==> src/rtl/wiper_sweep.sv <==
// Wiper arm sweep sequencer: walks an arm position 0..POS_MAX and back
// at a mode-dependent step rate, always returning to park before stopping,
// and counts completed sweeps.
//
// Handshake: there is none; mode is a level sampled on every rising edge.
// dbg_state exposes the FSM state (0 PARK, 1 UP, 2 DOWN).
module wiper_sweep #(
  parameter int SLOW_DIV = 8,
  parameter int FAST_DIV = 4,
  parameter int POS_MAX  = 6
) (
  input  logic       clk_2,
  input  logic       reset_n,
  input  logic [1:0] mode,
  output logic [2:0] pos,
  output logic [6:0] led_bar,
  output logic       parked,
  output logic       busy,
  output logic       speed,
  output logic [7:0] sweep_cnt,
  output logic [1:0] dbg_state
);

  typedef enum logic [1:0] {
    ST_PARK = 2'd0,
    ST_UP   = 2'd1,
    ST_DOWN = 2'd2
  } state_t;

  localparam logic [15:0] LP_SLOW    = 16'(SLOW_DIV);
  localparam logic [15:0] LP_FAST    = 16'(FAST_DIV);
  localparam logic [2:0]  LP_POS_MAX = 3'(POS_MAX);

  state_t      r_state;
  logic [2:0]  r_pos;
  logic [6:0]  r_led_bar;
  logic        r_parked;
  logic        r_busy;
  logic        r_speed;
  logic [15:0] r_div;
  logic [7:0]  r_sweep_cnt;
  // Set when an off request reverses the arm mid-rise; that return to 0
  // is not a completed sweep and must not be counted.
  logic        r_abort;

  logic        w_active;
  logic [15:0] w_cur_div;
  logic        w_step;
  state_t      w_nxt_state;
  logic [2:0]  w_nxt_pos;
  logic [15:0] w_nxt_div;
  logic        w_nxt_abort;
  logic        w_inc_cnt;

  // Next-state, position and divider decision for the current cycle.
  always_comb begin
    w_active    = (mode == 2'd1) || (mode == 2'd2);
    w_cur_div   = r_speed ? LP_FAST : LP_SLOW;
    // >= rather than == so a slow->fast switch with div already past the
    // fast limit steps immediately instead of wrapping the counter.
    w_step      = (r_div >= (w_cur_div - 16'd1));
    w_nxt_state = r_state;
    w_nxt_pos   = r_pos;
    w_nxt_div   = r_div;
    w_nxt_abort = r_abort;
    w_inc_cnt   = 1'b0;
    case (r_state)
      ST_PARK: begin
        w_nxt_div   = 16'd0;
        w_nxt_abort = 1'b0;
        if (w_active) w_nxt_state = ST_UP;
      end
      ST_UP: begin
        if (w_step) begin
          w_nxt_div = 16'd0;
          if (!w_active) begin
            // Reversal; an arm at 0 or 1 lands on park right away.
            if (r_pos <= 3'd1) begin
              w_nxt_pos   = 3'd0;
              w_nxt_state = ST_PARK;
              w_nxt_abort = 1'b0;
            end else begin
              w_nxt_pos   = r_pos - 3'd1;
              w_nxt_state = ST_DOWN;
              w_nxt_abort = 1'b1;
            end
          end else begin
            w_nxt_pos = r_pos + 3'd1;
            if ((r_pos + 3'd1) == LP_POS_MAX) w_nxt_state = ST_DOWN;
          end
        end else begin
          w_nxt_div = r_div + 16'd1;
        end
      end
      ST_DOWN: begin
        if (w_step) begin
          w_nxt_div = 16'd0;
          w_nxt_pos = r_pos - 3'd1;
          if (r_pos == 3'd1) begin
            w_inc_cnt   = !r_abort;
            w_nxt_abort = 1'b0;
            w_nxt_state = w_active ? ST_UP : ST_PARK;
          end
        end else begin
          w_nxt_div = r_div + 16'd1;
        end
      end
      default: begin
        w_nxt_state = ST_PARK;
        w_nxt_pos   = 3'd0;
        w_nxt_div   = 16'd0;
        w_nxt_abort = 1'b0;
      end
    endcase
  end

  // State register with all outputs registered from the next-state values.
  always_ff @(posedge clk_2 or negedge reset_n) begin
    if (!reset_n) begin
      r_state     <= ST_PARK;
      r_pos       <= 3'd0;
      r_led_bar   <= 7'b0000001;
      r_parked    <= 1'b1;
      r_busy      <= 1'b0;
      r_speed     <= 1'b0;
      r_div       <= 16'd0;
      r_sweep_cnt <= 8'd0;
      r_abort     <= 1'b0;
    end else begin
      r_state   <= w_nxt_state;
      r_pos     <= w_nxt_pos;
      r_led_bar <= 7'b0000001 << w_nxt_pos;
      r_parked  <= (w_nxt_state == ST_PARK);
      r_busy    <= (w_nxt_state != ST_PARK);
      if (w_active) r_speed <= (mode == 2'd2);
      r_div     <= w_nxt_div;
      if (w_inc_cnt) r_sweep_cnt <= r_sweep_cnt + 8'd1;
      r_abort   <= w_nxt_abort;
    end
  end

  assign pos       = r_pos;
  assign led_bar   = r_led_bar;
  assign parked    = r_parked;
  assign busy      = r_busy;
  assign speed     = r_speed;
  assign sweep_cnt = r_sweep_cnt;
  assign dbg_state = r_state;

endmodule
==> config.mk <==
export PLATFORM = sky130hd
export DESIGN_NAME = wiper_sweep
export DESIGN_NICKNAME = d
export VERILOG_FILES = /design/src/rtl/wiper_sweep.sv
export SDC_FILE = /design/constraint.sdc
export NUM_CORES = 1
export LEC_CHECK = 0
export ABC_CLOCK_PERIOD_IN_PS = 5800
export CORE_ASPECT_RATIO = 1.5
export CORE_MARGIN = 3
export CORE_UTILIZATION = 40
export CTS_CLUSTER_SIZE = 12
export DETAILED_ROUTE_END_ITERATION = 12
export SYNTH_ARGS = -nofsm -noshare
export SYNTH_HDL_FRONTEND = slang
export SYNTH_SLANG_ARGS = --single-unit
==> constraint.sdc <==
create_clock -name clk_2 -period 5.8 [get_ports clk_2]
set_clock_uncertainty 0.05 [all_clocks]
set_input_delay 1.16 -clock clk_2 [delete_from_list [all_inputs] [get_ports clk_2]]
set_output_delay 1.16 -clock clk_2 [all_outputs]
set_load 0.02 [all_outputs]
==> results of run 1 <==
-- synthesized netlist by cell type (all sizes together) (2+ instances only) --
library cell	count
inv	7
a32oi	2
o21ai	3
and4b	2
dfstp	2
and3	2
nor3	3
dfrtp	38
clkbuf	3
a21o	2
xor2	4
xnor2	7
ha	12
nor4b	3
nand3	7
a2bb2oi	2
nor3b	3
o22ai	2
mux2	3
or4	4
nand2	6
nand2b	2
nor2b	2
nor2	8
a21oi	2
-- stage by stage --
stage	power, mW	setup WS [ns]	instances	hold WS (ns)	area, um^2
after floorplan	0.6677	2.930	163	0.3810	1919
after global placement	0.8059	2.420	247	0.3940	2237
after detailed placement	0.8130	2.388	247	0.4120	2237
after CTS	0.9983	2.694	255	0.4271	2322
after global routing	1.067	2.536	255	0.4468	2322
final	0.9855	2.686	255	0.4187	2322
-- final cells by class --
cell class	instances	share of cell area, %
sequential	40	43.21
clock buffer	7	3.287
timing repair buffer	26	10.99
tap	62	3.341
multi-input combinational	112	37.66
clock inverter	1	0.3772
inverter	7	1.131
-- registers in the layout, summed over array words and instances, names as in the netlist --
register / count
sweep_cnt: 8
pos: 3
r_div: 16
parked: 1
led_bar: 7
busy: 1
r_abort: 1
dbg_state: 2
speed: 1
-- critical path, delay by kind of cell --
kind | cells | cell delay (ns)
fa+ha+maj | 1 | 0.41
buf+inv | 3 | 0.66
compound gates | 1 | 0.19
simple gates | 3 | 0.83
-- routing by layer --
metal	track usage [%]	part of all wire (%)	vias up
li1	-	-	609
met4	6.372	2.4	0
met3	4.585	4.5	5
met1	18.59	42	611
met5	0	0	-
met2	22.92	51	31
-- power by group --
part | leakage, nW | switching, mW | internal [mW]
clock | 0.0424 | 0.0920 | 0.0858
combinational | 0.498 | 0.226 | 0.204
sequential | 0.512 | 0.0446 | 0.333
-- kinds of logic after synthesis --
family                     Yosys count  share of synthesized area (%)
DFF                                 40                          53.43
xor gates and xnor gates            11                          5.130
AOI/OAI and AO/OA                   26                          12.46
buffers and inverters               11                          2.199
adders and majority gates           12                          7.994
muxes                                4                          2.332
and+or+nand+nor                     47                          16.26
other                                1                         0.1997
-- worst max path at each step --
stage / cells after the start / endpoint / startpoint / slack (ns)
2_1_floorplan: 6 / led_bar[3]$_DFF_PN0_ / speed$_DFFE_PN0N_ / 2.93
3_3_place_gp: 8 / led_bar[3]$_DFF_PN0_ / mode[0] / 2.42
3_5_place_dp: 8 / led_bar[3]$_DFF_PN0_ / mode[0] / 2.39
4_1_cts: 8 / led_bar[3]$_DFF_PN0_ / mode[0] / 2.69
5_1_grt: 8 / led_bar[5]$_DFF_PN0_ / mode[0] / 2.54
6_report: 8 / led_bar[3]$_DFF_PN0_ / mode[0] / 2.69
==> impl.org, run 1 <==
** Timing
- Final count of pins violating max slew :: 0
- Final TNS setup :: 0 ns
- Setup repair after global routing left no endpoint under its margin.
- Slew at the pin with the worst max-slew slack :: 0.8514 ns
- Headroom to the max-slew limit came out at 43.24%.
- Final Critical Period :: 3.114 ns
- Number of hold-slack violations in the final timing report :: 0
- Timing would allow up to 321.1 MHz.
- Endpoints failing setup :: 0
- Part of the cycle the worst path needs :: 53.69%

** Critical path
- Most Frequent Cell on Critical Path :: sky130_fd_sc_hd__inv_1
- Reg2Reg Depth :: 6
- Crit-path slowest cell :: sky130_fd_sc_hd__or3_2
- Worst flop-to-flop path endpoint :: led_bar[3]$_DFF_PN0_
- Reg-to-Reg Start :: speed$_DFFE_PN0N_
- Element type at the critical path end :: flip-flop
- CP cell instances :: clkdlybuf4s50_1 -> inv_1 -> ha_1 -> inv_1 -> o31a_1 -> nor3_1 -> or3_2 -> nor4b_1
- Worst Path Max Fanout :: 9
- For flop-to-flop paths, the worst setup slack is 2.91 ns.
- Slowest cell delay on critical path :: 0.49 ns
- Data on the critical path is required at its endpoint by 5.94 ns.
- STA classifies the critical path startpoint as a primary input.
- Data on the critical path arrives at its endpoint at 3.26 ns.
- The worst setup path is of the primary input to flip-flop kind.

** Synthesis
- For this run, the number of Yosys warnings is 0.
- Main area contributors after synthesis :: sky130_fd_sc_hd__dfrtp_1, sky130_fd_sc_hd__ha_1, sky130_fd_sc_hd__xnor2_1
- Summing every instance area after synthesis gives 0.001878 mm^2.
- Dominant register cell in the synthesized netlist :: sky130_fd_sc_hd__dfrtp_1
- Average footprint of a synthesized cell :: 12.36 um^2
- Gate count of the mapped netlist :: 152
- The synthesized design contains 0 enable-type register cells.
- After synthesis, flip-flops and latches occupy 53.43% of the total area.
- Of the post-synthesis cell area, the dominant cell type holds 50.63%.
- The synthesized design spends more area on one cell type than any other, namely sky130_fd_sc_hd__dfrtp_1.
- Number of different library cells in the post-synthesis netlist :: 50
- Register bit total from synthesis :: 40
- In the synthesized netlist the async set-or-reset flop fraction comes to 100.0%.

** Floorplan
- Num rows :: 29
- Initial standard-cell utilization of the core :: 42.78%
- For this design the top-level I/O count stands at 27.
- The die covers 0.005570 mm^2.
- The floorplan step set the die width to 61.95 um.
- Floorplan die height :: 89.92 um
- The region available for standard cell placement spans 0.004390 mm^2.

** Run
- Number of violations of the max-capacitance limit :: 0

** GRT
- For this run the aggregate overflow at the end of global routing stands at 0.
- All-Layer GR Usage :: 14.87%
- Entering global routing, the biggest net connects 41 pins.
- The number of global-route vias before repair came to 1311.
- Number of antenna violations at the first check in global routing :: 0
- First-pass GRT wire length :: 6237 um

** Placed design
- At the end of routability-driven placement, the weighted congestion stood at 0.7891.
- Detailed placer's ending HPWL :: 2512 um
- Count of buffers inserted at the top-level ports :: 26

** CTS
- Total of hold buffers inserted after clock tree synthesis :: 0
- Clock buffer depth :: 2
- The clock reaches the later pin of the worst-skew pair after 0.29 ns.
- The cell sitting at the root of the clock tree is a sky130_fd_sc_hd__clkbuf_8.
- Number of post-CTS setup repair buffers :: 0
- Number of clock sinks seen by CTS :: 40
- Gates resized during post-CTS repair numbered 0.
- Number of buffers inserted during clock tree synthesis :: 5
- Clock tree from TritonCTS :: built
- After clock tree synthesis, the clock-pin slew on the worst setup and hold paths is 0.08 ns.
- Depth of the CTS H-tree :: 2

** Drt
- After the first detailed-routing iteration, the DRC count stood at 62.
- Detailed-route vias per instance :: 4.925
- The count of nets left with antenna violations once routing finished came out at 0.
- For this run, design rule violations remaining after detail routing come to 0.
- Wires add up to 3432 um.
- For this block, the via count after detailed routing is 1256.
- The first detailed-routing pass took 4 iterations.
- Routed WL per cell :: 13.46 um

** Final layout
- The number of antenna diodes in the final layout is 0.
- After the last flow step, the layout net total stands at 208.
- Most common cell after layout, fill and taps aside :: sky130_fd_sc_hd__dfrtp_1
- Leading cell types in the layout, fill and taps excluded :: sky130_fd_sc_hd__dfrtp_1, sky130_fd_sc_hd__clkdlybuf4s50_1, sky130_fd_sc_hd__ha_1, sky130_fd_sc_hd__conb_1, sky130_fd_sc_hd__nor2_1
- Of the cells placed in the final design, the portion with a size suffix greater than 1 is 12.44%.
- Sequential standard cell area :: 0.001003 mm^2
- Final core utilization :: 52.89%
- Area growth, synth to finish :: 23.65%
- Filler cell count in the final layout :: 400
- Summing all multi-input logic gate instances after layout gives 874.6 um^2.

** Min path
- The tightest min-delay check is of the flip-flop to flip-flop type.
- The path with the worst hold slack has its endpoint at r_div[0]$_DFF_PN0_.
- Hold Path Depth :: 1
- Startpoint of the tightest hold check path :: r_div[0]$_DFF_PN0_

** Power and ir drop
- The analysis attributes to cell leakage a power of 1.053 nW.
- Across the VDD grid, the largest voltage drop is 0.2271 mV.
- Dividing total power by cell area gives a power density of 424.4 mW/mm^2.

** Status
- The flow ran to the end, and the final reports show no timing, DRC or antenna violations.
Power figures use the tool's default switching activity.
==> run 2: changes to the inputs <==
--- a/config.mk
+++ b/config.mk
@@ -5,7 +5,7 @@
 export SDC_FILE = /design/constraint.sdc
 export NUM_CORES = 1
 export LEC_CHECK = 0
-export ABC_CLOCK_PERIOD_IN_PS = 5800
+export ABC_CLOCK_PERIOD_IN_PS = 3030
 export CORE_ASPECT_RATIO = 1.5
 export CORE_MARGIN = 3
 export CORE_UTILIZATION = 40
==> constraint.sdc (replaced) <==
create_clock -name clk_2 -period 3.03 [get_ports clk_2]
set_clock_uncertainty 0.05 [all_clocks]
set_input_delay 0.606 -clock clk_2 [delete_from_list [all_inputs] [get_ports clk_2]]
set_output_delay 0.606 -clock clk_2 [all_outputs]
set_load 0.02 [all_outputs]
==> run 2 against run 1 <==
Effect of this change:
- total power grew 100%
- setup slack worse by 2.6 ns
- sequential power is 92% higher
- routed wire length increased by 2.6%
- global-route usage fell by 0.80 points
- cell count unchanged
- critical endpoint unchanged
- largest power group unchanged
==> impl.org, run 2 (synthesized netlist as in run 1, its figures left out) <==
** Critical path
- Along the worst path, the maximum fanout reaches 5.
- The critical path in this run is classified as flip-flop to flip-flop.
- CP cell instances :: ha_1 -> or4_4 -> or4_4 -> mux2i_1 -> or3_2 -> nor4b_1
- By instance count, the cell type seen most on the critical path is sky130_fd_sc_hd__or4_4.
- Dominant delay contributor by cell family on the critical path :: simple AND/OR/NAND/NOR gates
- STA puts the critical path data required time at 3.16 ns.
- Data arrives at the worst endpoint at 3.06 ns.
- The worst setup path is captured at a flip-flop.
- The largest single stage delay on the critical path is 0.59 ns.
- Nature of the critical path startpoint :: flip-flop
- Buffers plus inverters on the worst setup path :: 0
- Crit-path slowest cell :: sky130_fd_sc_hd__or4_4

** Floorplan
- Num rows :: 29
- Once the floorplan was initialized, standard cells occupied 42.78% of the core.
- Die Outline Area :: 0.005570 mm^2
- Total I/O pin count :: 27
- Area of the core :: 0.004390 mm^2
- Die width :: 61.95 um
- The die is 89.92 um tall.

** Timing
- Of the available clock period, the critical path in the final layout requires 96.81%.
- Final Critical Period :: 2.933 ns
- Summed over all failing endpoints, the final setup total negative slack is 0 ns.
- Setup repair after global routing missed its margin :: false
- Slew at the pin with the worst max-slew slack :: 0.8531 ns
- Static timing analysis puts the maximum clock frequency at 340.9 MHz.
- The final count of pins violating max slew was 0.
- The total count of hold-check failures in the final report is 0.
- The worst pin sits at a relative slew slack of 43.12%.
- Endpoints failing setup :: 0

** GRT
- First-pass GRT wire length :: 5982 um
- The number of global-route vias before repair came to 1262.
- Global routing consumed, over all layers together, 14.07% of the routing resources.
- The number of antenna violations at the first check in global routing is 0.
- Leftover overflow at the end of global routing :: 0
- Entering global routing, the biggest net connects 41 pins.

** Power and ir drop
- Static Leak :: 1.071 nW
- Fraction of power consumed by sequential logic :: 36.1%
- For this design the total switching power over the nets is 0.7070 mW.
- Switching power as a share of total power :: 35.29%
- The clock network accounts for 22.9% of the total power.
- Worst IR drop on VDD :: 0.4542 mV
- Power spread over the standard cell area amounts to 849.5 mW/mm^2.
- Combinational fraction of design power :: 40.9%
- Design internal power :: 1.296 mW

** CTS
- Clock buffer depth :: 2
- The number of setup buffers added after CTS is 0.
- The clock tree synthesis step divided the H-tree into 2 levels.
- At the later pin of the worst-skew pair, clock insertion delay measures 0.29 ns.
- Clock slew seen by the registers of the worst setup and hold paths :: 0.08 ns
- Number of buffers inserted during clock tree synthesis :: 5
- TritonCTS built the clock tree.
- Total of hold buffers inserted after clock tree synthesis :: 0
- Clock root cell :: sky130_fd_sc_hd__clkbuf_8
- Number of clock sinks seen by CTS :: 40
- Gates resized during post-CTS repair numbered 0.

** Final layout
- The register with the most flip-flops in the layout has 16 of them.
- Most common cell after layout, fill and taps aside :: sky130_fd_sc_hd__dfrtp_1
- Fill cells in the final layout number 378.
- Register with the most flip-flops :: r_div
- Leading cell types in the layout, fill and taps excluded :: sky130_fd_sc_hd__dfrtp_1, sky130_fd_sc_hd__clkdlybuf4s50_1, sky130_fd_sc_hd__ha_1, sky130_fd_sc_hd__conb_1, sky130_fd_sc_hd__nor2_1
- The net count of the finished layout is 208.
- Once layout is complete, the cells apart from fillers number 255.
- The sequential cells in the finished layout cover a total of 0.001003 mm^2.
- Summing all multi-input logic gate instances after layout gives 874.6 um^2.
- The post-route netlist has 13.47% of its cells at a drive strength greater than 1.
- Antenna diode count :: 0
- Area growth, synth to finish :: 25.58%

** Placed design
- Count of buffers inserted at the top-level ports :: 26
- Dpl cells :: 247
- At the end of routability-driven placement, the weighted congestion stood at 0.7937.
- Detailed placement finished with a half-perimeter wire length of 2533 um.

** Drt
- For this run, the detailed router's first-pass iteration total came to 4.
- Dividing the detail-routed via count by the number of cells gives 4.918.
- Routed WL per cell :: 13.81 um
- The detailed router placed 1254 vias in this run.
- Routed Antenna Nets :: 0
- Number of design-rule violations left by the first detailed-router iteration :: 67
- DRC violations left :: 0
- Drt total wl :: 3521 um

** Run
- Number of violations of the max-capacitance limit :: 0

** Min path
- The tightest min-delay check is of the primary input to async pin type.

** Status
- Outcome :: completed
run 2: cell types whose count changed in the layout (fill, tap and decap cells not counted), sizes merged:
cell	previous run	this run
bufinv	0	1
clkbuf	7	6
run 2: final timing paths:
| check | start | endpoint | slack [ns] | depth (start not counted) |
|---|---|---|---|---|
| hold reg to reg | r_div[0]$_DFF_PN0_ | r_div[0]$_DFF_PN0_ | 0.41 | 1 |
| hold / removal | reset_n | r_div[14]$_DFF_PN0_ | 0.37 | 1 |
| setup reg to reg | r_div[2]$_DFF_PN0_ | led_bar[3]$_DFF_PN0_ | 0.1 | 6 |
| setup / recovery | r_div[2]$_DFF_PN0_ | led_bar[3]$_DFF_PN0_ | 0.1 | 6 |
| min in group clk_2 | r_div[0]$_DFF_PN0_ | r_div[0]$_DFF_PN0_ | 0.41 | 1 |
| max in group asynchronous | reset_n | led_bar[2]$_DFF_PN0_ | 2.02 | 1 |
run 2: stage by stage:
stage | utilization [%] | power, mW | area (um^2) | hold WS (ns) | worst slack [ns]
after global placement | 50.95 | 1.547 | 2237 | 0.4007 | 0.1879
after detailed placement | 50.95 | 1.558 | 2237 | 0.4076 | 0.1217
after global routing | 53.72 | 2.133 | 2359 | 0.4327 | 0.001538
final | 53.72 | 2.003 | 2359 | 0.3653 | 0.09681
after CTS | 53.72 | 2.032 | 2359 | 0.4005 | 0.08437
after floorplan | - | 1.278 | 1919 | 0.2604 | 0.1604
run 2: routing by layer:
layer / share of wire, % / global-route usage [%] / vias to the layer above
met5: 0 / 0 / -
met2: 50 / 21.63 / 31
met4: 1.6 / 4.779 / 0
met3: 3.7 / 3.582 / 7
met1: 45 / 18.77 / 605
li1: - / - / 611
run 2: power by group through the flow:
stage          combinational [mW]  sequential, mW  clock, mW
6_report                    0.820           0.724      0.459
5_1_grt                     0.892           0.739      0.502
4_1_cts                     0.831           0.726      0.475
3_5_place_dp                0.825           0.732          0
3_3_place_gp                0.816           0.731          0
2_1_floorplan               0.472           0.806          0
run 2: cell type report:
cell class / count / share of cell area [%]
clock buffers: 6 / 3.501
clock inverters: 2 / 1.645
inverters: 7 / 1.114
multi-input cells: 112 / 37.08
flip-flops and latches: 40 / 42.55
well taps: 62 / 3.289
repair buffers: 26 / 10.82
